===== config.mk =====
export PLATFORM = sky130hd
export DESIGN_NAME = ps_bc_slct_seq
export DESIGN_NICKNAME = d
export VERILOG_FILES = /design/src/rtl/ps_bc_slct_seq.sv
export SDC_FILE = /design/constraint.sdc
export NUM_CORES = 1
export LEC_CHECK = 0
export ABC_AREA = 0
export CELL_PAD_IN_SITES_DETAIL_PLACEMENT = 0
export CELL_PAD_IN_SITES_GLOBAL_PLACEMENT = 1
export CORE_ASPECT_RATIO = 1.1
export CORE_MARGIN = 2
export CORE_UTILIZATION = 20
export DETAILED_ROUTE_END_ITERATION = 8
export GPL_TIMING_DRIVEN = 0
export PLACE_DENSITY = 0.79
export SLEW_MARGIN = 15
export SYNTH_ARGS = -nofsm -noshare
export SYNTH_HDL_FRONTEND = slang
export SYNTH_SLANG_ARGS = --single-unit

===== constraint.sdc =====
create_clock -name clk_dcd -period 0.9 [get_ports clk_dcd]
set_clock_uncertainty 0.2 [all_clocks]
set_input_delay 0.18 -clock clk_dcd [delete_from_list [all_inputs] [get_ports clk_dcd]]
set_output_delay 0.18 -clock clk_dcd [all_outputs]
set_load 0.03 [all_outputs]

===== src/rtl/ps_bc_slct_seq.sv =====
// ps_bc_slct_seq: registered bus-connect DRR/DI select decode with pipeline hold;
// the two-beat long-word sequencer is present only when PS_BC_LW_EN is defined.
module ps_bc_slct_seq #(
  parameter int UREG_W = 4,
  parameter logic [2**UREG_W-1:0] SEL2_MASK = 16'h0001,
  parameter logic [2**UREG_W-1:0] SEL1_MASK = 16'h00C0,
  parameter logic [2**UREG_W-1:0] SEL0_MASK = 16'h0006
) (
  input  logic              clk_dcd,
  input  logic              ps_rst_n,
  input  logic              ps_imminst,
  input  logic              ps_dmimminst,
  input  logic              ps_popstck,
  input  logic              ps_pshstck,
  input  logic              ps_dminst,
  input  logic              ps_dmiaddinst,
  input  logic              ps_urgtrnsinst,
  input  logic              ps_dm_wrb,
  input  logic              ps_lw,
  input  logic              ps_hold,
  input  logic [UREG_W-1:0] ps_ureg1_add,
  input  logic [UREG_W-1:0] ps_ureg2_add,
  output logic [1:0]        ps_bc_drr_slct,
  output logic [1:0]        ps_bc_di_slct,
  output logic              ps_bc_beat,
  output logic              ps_bc_busy
);
  typedef enum logic [2:0] {C_IMM, C_POP, C_RD, C_WR, C_UR, C_NONE} cls_e;
  function automatic logic [1:0] grp(input logic [UREG_W-1:0] a);
    return SEL2_MASK[a] ? 2'b10 : SEL1_MASK[a] ? 2'b01 : SEL0_MASK[a] ? 2'b00 : 2'b11;
  endfunction
  function automatic logic [3:0] sel(input cls_e c, input logic [UREG_W-1:0] a);
    return c == C_IMM ? 4'b1110 : c == C_POP ? 4'b0101 : c == C_RD ? 4'b1100 :
           (c == C_WR || c == C_UR) ? {grp(a), 2'b01} : 4'b1111;
  endfunction
  logic              dm;
  cls_e              cls_in;
  logic [UREG_W-1:0] addr_in;
  logic [1:0]        drr_q, drr_d, di_q, di_d;
  logic              beat_q, beat_d, busy_q, busy_d;
  assign dm      = ps_dminst | ps_dmiaddinst;
  assign cls_in  = (ps_imminst | ps_dmimminst) ? C_IMM : ps_popstck ? C_POP :
                   (dm & !ps_dm_wrb) ? C_RD : ((dm & ps_dm_wrb) | ps_pshstck) ? C_WR :
                   ps_urgtrnsinst ? C_UR : C_NONE;
  assign addr_in = cls_in == C_UR ? ps_ureg2_add : ps_ureg1_add;
`ifdef PS_BC_LW_EN
  typedef enum logic {IDLE, BEAT1} st_e;
  st_e               st_q, st_d;
  cls_e              cls_q, cls_d;
  logic [UREG_W-2:0] addr_q, addr_d;
  logic              start;
  assign start = ps_lw & (cls_in == C_RD || cls_in == C_WR || cls_in == C_UR);
  always_comb begin
    st_d   = st_q;
    cls_d  = cls_q;
    addr_d = addr_q;
    {drr_d, di_d} = {drr_q, di_q};
    beat_d = beat_q;
    busy_d = busy_q;
    if (!ps_hold && st_q == BEAT1) begin
      {drr_d, di_d} = sel(cls_q, {addr_q, 1'b1});
      beat_d = 1'b1;
      busy_d = 1'b0;
      st_d   = IDLE;
    end else if (!ps_hold) begin
      {drr_d, di_d} = sel(cls_in, addr_in);
      beat_d = 1'b0;
      busy_d = start;
      st_d   = start ? BEAT1 : IDLE;
      cls_d  = cls_in;
      addr_d = addr_in[UREG_W-1:1];
    end
  end
  always_ff @(posedge clk_dcd or negedge ps_rst_n)
    if (!ps_rst_n) begin
      st_q   <= IDLE;
      cls_q  <= C_NONE;
      addr_q <= '0;
    end else begin
      st_q   <= st_d;
      cls_q  <= cls_d;
      addr_q <= addr_d;
    end
`else
  logic lw_unused;
  assign lw_unused = ps_lw;
  always_comb begin
    {drr_d, di_d} = ps_hold ? {drr_q, di_q} : sel(cls_in, addr_in);
    beat_d = 1'b0;
    busy_d = 1'b0;
  end
`endif
  always_ff @(posedge clk_dcd or negedge ps_rst_n)
    if (!ps_rst_n) begin
      drr_q  <= 2'b11;
      di_q   <= 2'b11;
      beat_q <= 1'b0;
      busy_q <= 1'b0;
    end else begin
      drr_q  <= drr_d;
      di_q   <= di_d;
      beat_q <= beat_d;
      busy_q <= busy_d;
    end
  assign ps_bc_drr_slct = drr_q;
  assign ps_bc_di_slct  = di_q;
  assign ps_bc_beat     = beat_q;
  assign ps_bc_busy     = busy_q;
endmodule


==> results of run 1 <==
==> Yosys cell counts <==
master,instances
a21o_1,1
a21oi_1,2
a311oi_1,1
a31oi_1,1
buf_4,2
clkbuf_1,1
conb_1,1
dfstp_2,4
ha_1,1
mux2_2,1
mux2i_1,4
nand2_1,1
nand2b_1,1
nand3_1,2
nor2_1,5
nor3_1,2
nor4_1,1
nor4_4,1
o21ai_0,4
o21bai_1,1
o41a_1,1
or3_1,1
or4_2,1
or4b_4,1
==> repair_timing <==
action | in CTS | in global routing
setup endpoints to repair | 8 | 8
setup buffers | 1 | 1
cloned | 0 | 0
gates resized for setup | 70 | 1
pin swaps | 13 | 5
==> power by group through the flow <==
| stage | Sequential, W | Clock [W] | Combinational, W |
|---|---|---|---|
| 2_1_floorplan | 0.000237 | 0 | 0.0000846 |
| 3_3_place_gp | 0.000210 | 0 | 0.000246 |
| 3_5_place_dp | 0.000211 | 0 | 0.000246 |
| 4_1_cts | 0.000212 | 0.000229 | 0.000259 |
| 5_1_grt | 0.000213 | 0.000248 | 0.000288 |
| 6_report | 0.000212 | 0.000216 | 0.000266 |
==> kinds of logic (layout without fill, tap and decap cells) <==
family,count (synthesis),count (layout),share of synthesized area [%]
other cells,1,2,1.02
fa+ha+maj,1,1,3.40
compound gates,11,11,19.4
simple gates,16,16,28.6
mux,5,5,13.9
flops,4,4,28.6
buf+inv,3,29,5.10
==> worst reg2reg max path, delay by kind of cell (launching register included) <==
family	cells	cell delay (ns)
DFF	1	0.53
AOI/OAI and AO/OA	2	0.23
==> worst paths after layout <==
path                                    from                 to  slack (ns)  depth (start not counted)
min reg2reg                 ps_bc_di_slct[0]   ps_bc_di_slct[0]        0.27                          2
max reg2reg                ps_bc_drr_slct[1]  ps_bc_drr_slct[1]       -0.14                          2
max                               ps_imminst  ps_bc_drr_slct[0]       -0.76                          8
max in group asynchronous           ps_rst_n  ps_bc_drr_slct[0]        0.31                          1
min                               ps_imminst   ps_bc_di_slct[0]        0.03                          4
min in group asynchronous           ps_rst_n   ps_bc_di_slct[0]        0.16                          1
==> through the flow <==
stage	area, sq um	total power, W	hold slack, ns	instances
floorplan	402	0.000321	-0.168	42
global placement	634	0.000456	0.253	81
detailed placement	634	0.000457	0.259	81
CTS	681	0.000700	0.0216	85
global route	692	0.000749	0.0224	86
finish	692	0.000694	0.0268	86
==> area by class of cell <==
cell class,instances,area (sq um),area share [%]
Multi-Input combinational cell,35,297,42.9
Timing Repair Buffer,23,226,32.7
Sequential cell,4,105,15.2
Clock buffer,3,22.5,3.25
Tap cell,18,22.5,3.25
Buffer,3,18.8,2.71
==> state kept, by name, indices dropped and copies added, names as in the netlist <==
register        flops
ps_bc_di_slct       2
ps_bc_drr_slct      2
==> cells in the final DEF, fill, tap and decap left out, types with 2 or more instances in the layout <==
cell type,count
clkdlybuf4s50_1,9
buf_6,6
nor2_1,5
mux2i_1,4
buf_4,4
dfstp_2,4
clkbuf_4,3
buf_2,3
nor3_4,2
a21oi_1,2
o21ai_2,2
conb_1,2
buf_8,2
==> metal layers <==
metal  track usage [%]  vias up  share of wire, %
li1                  -      207                 -
met1              12.5      182                43
met2              14.0       23                45
met3              4.81        2                11
met4              4.41        0               1.5
met5                 0        -                 0
==> key figures, run 1 <==
Timing
  • Slack of the critical path: -0.764 ns
  • Fin. max-slew vios: 0
  • RSZ-0062 raised after global routing: true
  • Min cycle time layout: 1.66 ns
  • Setup TNS after final layout: -3.25 ns
  • Max frequency: about 0.60 GHz
  • Final period util: 185%
  • Fin. Hold Viols: 0
  • Final Setup Violations: 8

Layout
  • Synth-to-Final Area Change: 88.1%
  • Layout cells sized above 1: 47.1%
  • Core Util, Final: around two fifths
  • Diode count: 0
  • Filler instances: ~200
  • Final nets: 91

Critical path
  • Crit path DAT: 1.61 ns
  • CP Max Fanout: 3
  • Critical-path cell list: buf_8 > nor3_4 > nand3_2 > mux2i_1 > ha_1 > buf_4 > nor2_1 > o41a_1
  • CP max-delay cell: o41a_1
  • CP delay by family, top: compound AO/OA/AOI/OAI gates
  • Buf+Inv Stages, Crit Path: 2
  • CP endpoint kind: flop
  • Critical path class: input port to flop
  • Max stage delay on crit path: 0.39 ns
  • Crit path launch type: input port
  • WP data required: about 0.85 ns

Synthesis
  • Number of synthesis warnings: 0
  • Synth area leaders: dfstp_2, mux2i_1, nor4_4
  • Seq/Total Area, Yosys: 28.6%
  • Cell Area, Synth: 368 sq um
  • Cells after synthesis: slightly above 40
  • Post-synth top area cell: dfstp_2
  • Post-synth top area share: between 20 and 30%
  • Syn avg cell area: approximately 9 sq um
  • Netlist cell types: 24
  • Flops & latches, synth: 4

Routing
  • Drt first pass iters: 4
  • Vias post-DR: 414
  • Drt wl/cell: 11.1 microns
  • Via density: 4.81
  • Drt initial violations: 4
  • WL final: 951 microns
  • DRT antenna net count: 0
  • DRC: 0

Floorplan
  • I/O pin total: 26
  • Width of the die: approximately 45 microns
  • Die H: approximately 49 microns
  • Die Area: 0.00220 sq mm
  • Initial Utilization: roughly a fifth
  • Cell Rows: 16
  • Core area: 0.00176 sq mm

Pwr
  • Reg power frac: 30.5%
  • Pwr Density: 1000 mW/mm^2
  • P_sw: 0.000200 W
  • Pleak: between 0.2 and 0.3 nW
  • Int Power: between 0.0004 and 0.0005 W
  • Comb power frac: 38.4%
  • Max VDD drop: between 0.5 and 0.6 mV
  • Switching Fraction: 28.8%
  • Clock share of power: 31.1%

CTS
  • Root buffer cell: clkbuf_4
  • TritonCTS clock tree: built
  • Htree depth: 1
  • Clk sink count: 4
  • Max Root-Sink Buffers: 2
  • Clock transition at path regs: 0.04 ns
  • Hold buffers post-CTS: 0
  • Num CTS Buffers: 3
  • Clock insertion delay at the later pin of the skew report: 0.23 ns

GRT
  • Vias in the first global route: 402
  • Largest net degree at the start of global routing: 9
  • Global-route wire length before repair: 1.61 mm
  • Gr usage total: 9.91%
  • Initial antenna violation count: 0
  • GR Overflow Total: 0

Placement
  • Worst slack, placed: -1.48 ns
  • PortBufs: 21
  • Post-DP HPWL: 768 microns
  • GP Congestion: 0.738

Min path
  • Hold WC Path Type: input port to flop

Run
  • Max-Cap Viols: 0

Outcome
  • Failing checks: negative setup slack
  • Status: finished with violations
Note: power is estimated with default switching activity, not from simulation.
==> inputs of run 2 (changes only) <==
CORE_UTILIZATION = 22   (was 20)
PLACE_DENSITY = 0.82   (was 0.79)
clock period = 1.8 ns   (was 0.9 ns; I/O delays follow)
==> run 2 against run 1 <==
  * The run still ends with negative setup slack left
  * Setup slack better by 0.74 ns
  * Die area is 8.3% lower
  * First-iteration DRC count grew to 2.8 times the previous value
  * Via count is 1.9% lower
  * Largest cell class unchanged
  * Critical endpoint is now ps_bc_drr_slct[1]
==> key figures, run 2 (synthesis gave the netlist of run 1 again) <==
Critical path
  • Crit path DAT: 1.78 ns (+0.17 ns)
  • WP data required: 1.75 ns (+0.90 ns)
  • CP max-delay cell: ha_1
  • Critical path class: input port to flop
  • Max stage delay on crit path: 0.32 ns (-0.07 ns)
  • Crit path launch type: input port
  • R2R setup slack: 0.78 ns (+0.92 ns)
  • CP delay by family, top: simple AND/OR/NAND/NOR gates
  • CP endpoint kind: flop
  • Buf+Inv Stages, Crit Path: 1 (-1)
  • Reg2reg start: ps_bc_drr_slct[1]
  • RR Endpoint: ps_bc_drr_slct[1]
  • Critical Path Most Common Cell: mux2i_1
  • Reg2Reg Depth: 2 (unchanged)
  • CP Max Fanout: 3 (unchanged)
  • Critical-path cell list: buf_8 > nor3_4 > nand3_2 > mux2i_1 > ha_1 > mux2i_1 > nor4_1 > a21o_1 > a31oi_1

Timing
  • Slack of the critical path: -0.0262 ns (+0.738 ns)
  • Max frequency: 0.548 GHz
  • Setup TNS after final layout: -0.0262 ns (+3.22 ns)
  • Min cycle time layout: 1.83 ns
  • Fin. max-slew vios: 0 (unchanged)
  • RSZ-0062 raised after global routing: true
  • Final period util: 101%
  • Final Setup Violations: 1 (-7)
  • Fin. Hold Viols: 0 (unchanged)

Pwr
  • Max VDD drop: 0.234 mV (-53%)
  • Pleak: 0.274 nW (-5.0%)
  • Pwr Density: 504 mW/mm^2 (-50%)
  • Clock share of power: 33.0% (+1.9 points)
  • Reg power frac: 31.5% (+1.0 points)
  • Comb power frac: 35.5% (-2.9 points)
  • P_sw: 0.0000955 W (-52%)
  • Int Power: 0.000236 W (-52%)
  • Switching Fraction: 28.8% (+0.040 points)

Outcome
  • Status: finished with violations
  • Failing checks: negative setup slack

Min path
  • Worst Hold Depth: 4 (unchanged)
  • Endpoint, Worst Hold: ps_bc_di_slct[0]
  • Hold Path Origin: ps_dmimminst
  • Hold WC Path Type: input port to flop

Layout
  • Commonest non-fill, non-tap cell in the layout: clkdlybuf4s50_1
  • Diode count: 0 (unchanged)
  • Synth-to-Final Area Change: 78.6%
  • Multi-input gate area: 275 sq um (-7.2%)
  • Sequential Area: 105 sq um (unchanged)
  • Final nets: 91 (unchanged)
  • Layout cells sized above 1: 36.8% (-10 points)
  • Core Util, Final: 41.7% (+2.4 points)
  • Most frequent cells in the layout: clkdlybuf4s50_1, nor2_1
  • Non-Filler Instances: 85 (-1.2%)
  • Final instance area: 657 sq um (-5.1%)
  • Filler instances: 172 (-12%)

Routing
  • Drt wl/cell: 11.3 microns (+2.2%)
  • Vias post-DR: 406 (-1.9%)
  • WL final: 961 microns (+1.1%)
  • DRT met1 WL: 391 microns (-4.9%)
  • Drt initial violations: 11 (+7)
  • DRT antenna net count: 0 (unchanged)
  • Met2 wire length: 516 microns (+21%)
  • Drt first pass iters: 4 (unchanged)
  • Top Layer Used: met3
  • DRC: 0 (unchanged)
  • Metal3 WL: 53 microns (-47%)
  • Via density: 4.78 (-0.78%)

Run
  • Max-Cap Viols: 0 (unchanged)

Placement
  • Post-DP HPWL: 800 microns (+4.2%)
  • PortBufs: 21 (unchanged)
  • Placed standard-cell area: 631 sq um (-0.59%)
  • Worst slack, placed: -0.757 ns (+0.725 ns)
  • GP Congestion: 0.685 (-7.2%)
  • Dpl cells: 80 (-1.2%)

CTS
  • Clock insertion delay at the later pin of the skew report: 0.23 ns (about the same)
  • Num CTS Buffers: 3 (unchanged)
  • Root buffer cell: clkbuf_4
  • Clk sink count: 4 (unchanged)
  • Hold buffers post-CTS: 0 (unchanged)
  • Max Root-Sink Buffers: 2 (unchanged)
  • TritonCTS clock tree: built
  • Htree depth: 1 (unchanged)
  • Clock transition at path regs: 0.04 ns (about the same)

Floorplan
  • Cell Rows: 15 (-1)
  • Initial Utilization: 23.3% (+2.5 points)
  • Die H: 46.9 microns (-4.3%)
  • Die Area: 0.00202 sq mm (-8.3%)
  • Width of the die: 43.0 microns (-4.2%)
  • I/O pin total: 26 (unchanged)
  • Core area: 0.00158 sq mm (-11%)

GRT
  • GR Overflow Total: 0 (unchanged)
  • Largest net degree at the start of global routing: 9 (unchanged)
  • Global-route wire length before repair: 1.46 mm (-9.4%)
  • Vias in the first global route: 361 (-10%)
  • Gr usage total: 10.5% (+0.61 points)
  • Initial antenna violation count: 0 (unchanged)
run 2: changes by cell type in the layout (fill, tap and decap cells not counted), sizes merged:
| cell | delta |
|---|---|
| dlygate4sd2 | +3 |
| clkdlybuf4s50 | +1 |
| buf | -4 |
run 2: how the worst max path moves through the flow:
stage	slack, ns	end	start	cells after the start
floorplan	-0.05	ps_bc_drr_slct[1]	ps_popstck	8
global placement	-0.76	ps_bc_drr_slct[1]	ps_popstck	9
detailed placement	-0.76	ps_bc_drr_slct[1]	ps_popstck	9
CTS	-0.07	ps_bc_drr_slct[1]	ps_dminst	9
global route	-0.16	ps_bc_drr_slct[1]	ps_dmimminst	9
finish	-0.03	ps_bc_drr_slct[1]	ps_dmimminst	9
run 2: what timing repair did:
item                       4_1_cts  5_1_grt
gates resized for setup         31       10
setup endpoints to repair        7        2
pin swaps                       10        1
buffers inserted                 2        0
run 2: area by class of cell:
cell class                      instances  share of cell area [%]
Tap cell                               17                    3.24
Buffer                                  3                    2.86
Timing Repair Buffer                   23                    32.6
Clock buffer                            3                    3.43
Multi-Input combinational cell         35                    41.9
Sequential cell                         4                    16.0
run 2: through the flow:
step,hold WS [ns],power (W)
floorplan,0.0122,0.000160
global placement,0.300,0.000227
detailed placement,0.328,0.000228
CTS,0.276,0.000337
global route,0.298,0.000358
finish,0.231,0.000331
run 2: tightest hold or removal path, delay by kind of cell:
family	cells	cell delay, ns
AOI/OAI and AO/OA	2	0.15
buffers and inverters	1	0.08
and+or+nand+nor	1	0.05
run 2: metal layers:
metal / GRT usage [%] / up-vias
met1: 12.3 / 185
met5: 0 / -
met3: 1.15 / 0
met4: 10.9 / 0
li1: - / 209
met2: 16.7 / 12
run 2: power groups by stage:
stage	sequential, W	combinational [W]	clock [W]
3_3_place_gp	0.000105	0.000122	0
2_1_floorplan	0.000118	0.0000415	0
3_5_place_dp	0.000105	0.000122	0
5_1_grt	0.000105	0.000128	0.000125
6_report	0.000104	0.000117	0.000109
4_1_cts	0.000104	0.000113	0.000120
==> inputs of run 3 (changes only) <==
PLACE_DENSITY = not set   (was 0.82)
PLACE_DENSITY_LB_ADDON = 0.1   (was not set)
SETUP_SLACK_MARGIN = 0.02   (was not set)
==> run 3 against run 2 <==
  * Largest power group unchanged
  * Critical path depth unchanged
  * Design area down 0.57%
  * Clock-buffer cell count unchanged
  * Cell count down 1.2%
  * Combinational power about the same
  * Via count up 1.2%
  * Clock power up 4%
  * Sequential share of layout area up 0.092 points
  * Core utilization down 0.24 points
  * First-iteration DRC count down 36%
  * Die area unchanged
  * Non-clock buffer count down 1
  * The flow still finishes with violations (negative setup slack)
==> key figures, run 3 (synthesis gave the netlist of run 1 again) <==
GRT
  • Global-route wire length before repair: 1.61 mm (+10%)
  • Largest net degree at the start of global routing: 9 (unchanged)
  • Initial antenna violation count: 0 (unchanged)
  • Vias in the first global route: 382 (+5.8%)
  • Gr usage total: 11.3% (+0.80 points)
  • GR Overflow Total: 0 (unchanged)

Timing
  • Fin. max-slew vios: 0 (unchanged)
  • Slack of the critical path: -0.0282 ns (-0.00204 ns)
  • Final period util: 102% (+0.11 points)
  • RSZ-0062 raised after global routing: true
  • Fin. Hold Viols: 0 (unchanged)
  • Final Setup Violations: 1 (unchanged)
  • Max frequency: 0.547 GHz (-0.11%)
  • Min Hold Slack: 0.214 ns (-0.0167 ns)
  • Min cycle time layout: 1.83 ns (+0.00204 ns)

Routing
  • Via density: 4.89 (+2.4%)
  • WL final: 993 microns (+3.3%)
  • DRC: 0 (unchanged)
  • Vias post-DR: 411 (+1.2%)
  • Drt first pass iters: 4 (unchanged)
  • Drt initial violations: 7 (-4)
  • DRT antenna net count: 0 (unchanged)
  • Drt wl/cell: 11.8 microns (+4.6%)

Layout
  • Core Util, Final: 41.4% (-0.24 points)
  • Synth-to-Final Area Change: 77.6%
  • Most frequent cells in the layout: clkdlybuf4s50_1, nor2_1
  • Final instance area: 653 sq um (-0.57%)
  • Non-Filler Instances: 84 (-1.2%)
  • Diode count: 0 (unchanged)
  • Sequential Area: 105 sq um (unchanged)
  • Commonest non-fill, non-tap cell in the layout: clkdlybuf4s50_1
  • Final nets: 90 (-1.1%)
  • Layout cells sized above 1: 35.8% (-0.94 points)
  • Filler instances: 167 (-2.9%)
  • Multi-input gate area: 275 sq um (unchanged)

Min path
  • Hold WC Path Type: input port to flop

Critical path
  • Crit path launch type: input port
  • Critical path class: input port to flop
  • WP data required: 1.76 ns (about the same)
  • Critical Path Most Common Cell: mux2i_1
  • RR Endpoint: ps_bc_drr_slct[0]
  • WP depth: 9 (unchanged)
  • Reg2Reg Depth: 2 (unchanged)
  • Buf+Inv Stages, Crit Path: 1 (unchanged)
  • CP endpoint kind: flop
  • Max stage delay on crit path: 0.33 ns (about the same)
  • CP Max Fanout: 4 (+1)
  • CP max-delay cell: ha_1
  • CP delay by family, top: simple AND/OR/NAND/NOR gates
  • Setup crit start: ps_dminst
  • Crit path DAT: 1.79 ns (about the same)
  • Setup crit end: ps_bc_drr_slct[1]
  • R2R setup slack: 0.80 ns (+0.02 ns)
  • Reg2reg start: ps_bc_drr_slct[0]
  • Critical-path cell list: buf_8 > nor3_4 > nand3_2 > mux2i_1 > ha_1 > mux2i_1 > nor4_1 > a21o_1 > a31oi_1

CTS
  • Htree depth: 1 (unchanged)
  • TritonCTS clock tree: built
  • Max Root-Sink Buffers: 2 (unchanged)
  • Clock insertion delay at the later pin of the skew report: 0.24 ns (about the same)
  • Root buffer cell: clkbuf_4
  • Clock transition at path regs: 0.04 ns (about the same)
  • Num CTS Buffers: 3 (unchanged)
  • Clk sink count: 4 (unchanged)

Pwr
  • Comb power frac: 35.4% (about the same)
  • Clock share of power: 33.7% (+0.7 points)
  • Max VDD drop: 0.321 mV (+37%)
  • P_sw: 0.0000990 W (+3.7%)
  • Int Power: 0.000237 W (+0.42%)
  • Pleak: 0.272 nW (-1.0%)
  • Switching Fraction: 29.5% (+0.66 points)
  • Pwr Density: 514 mW/mm^2 (+1.9%)
  • Reg power frac: 30.9% (-0.6 points)

Outcome
  • Status: finished with violations
  • Failing checks: negative setup slack

Placement
  • Dpl cells: 80 (unchanged)
  • GP Congestion: 0.697 (+1.8%)
  • Post-DP HPWL: 819 microns (+2.3%)
  • Placed standard-cell area: 631 sq um (unchanged)
  • PortBufs: 21 (unchanged)

Floorplan
  • Cell Rows: 15 (unchanged)
  • Width of the die: 43.0 microns (unchanged)
  • Die H: 46.9 microns (unchanged)
  • I/O pin total: 26 (unchanged)
  • Initial Utilization: 23.3% (unchanged)
  • Die Area: 0.00202 sq mm (unchanged)
  • Core area: 0.00158 sq mm (unchanged)

Run
  • Max-Cap Viols: 0 (unchanged)
run 3: changes by cell type in the layout (fill, tap and decap cells not counted), sizes merged:
cell,change
buf,-1
run 3: power groups by stage:
stage	Sequential, W	Combinational, W	Clock, W
after CTS	0.000104	0.000119	0.000117
after detailed placement	0.000105	0.000123	0
final	0.000104	0.000119	0.000113
after floorplan	0.000118	0.0000415	0
after global routing	0.000105	0.000129	0.000128
after global placement	0.000105	0.000123	0
run 3: per-layer routing:
metal | track usage (%) | share of wire, %
met1 | 13.4 | 42
met2 | 17.3 | 44
met3 | 4.62 | 12
met4 | 7.27 | 1.9
met5 | 0 | 0
run 3: stage by stage:
step / worst slack [ns] / TNS, ns / total power, W
finish: -0.0282 / -0.0282 / 0.000335
global route: -0.152 / -0.152 / 0.000362
CTS: -0.0456 / -0.0456 / 0.000340
detailed placement: -0.746 / -1.66 / 0.000228
global placement: -0.789 / -1.73 / 0.000228
floorplan: -0.0538 / -0.0538 / 0.000160
run 3: how the worst min path moves through the flow:
stage / startpoint / to / slack [ns] / cells past startpoint
CTS: ps_imminst / ps_bc_di_slct[0] / 0.22 / 4
finish: ps_dmimminst / ps_bc_di_slct[0] / 0.21 / 4
global placement: ps_bc_di_slct[0] / ps_bc_di_slct[0] / 0.29 / 2
global route: ps_dmimminst / ps_bc_di_slct[0] / 0.26 / 4
detailed placement: ps_bc_di_slct[0] / ps_bc_di_slct[0] / 0.29 / 2
floorplan: ps_rst_n / ps_bc_di_slct[0] / 0.01 / 0
run 3: repair_timing:
action | in CTS | in global routing
buffers inserted | 1 | 0
pin swaps | 11 | 4
resized for setup | 39 | 3
endpoints found under the setup margin | 7 | 2
endpoints found under the hold margin | 0 | 0
hold buffers | 0 | 0
run 3: cell type report:
type / count / share of cell area (%)
flip-flops and latches: 4 / 16.1
clock buffers: 3 / 3.45
well taps: 17 / 3.26
repair buffers: 22 / 32.2
multi-input cells: 35 / 42.1
plain buffers: 3 / 2.87
run 3: worst min-delay path: cells and delay by family:
family / cells / cell delay (ns)
buffers and inverters: 1 / 0.08
and+or+nand+nor: 1 / 0.06
AOI/OAI and AO/OA: 2 / 0.15
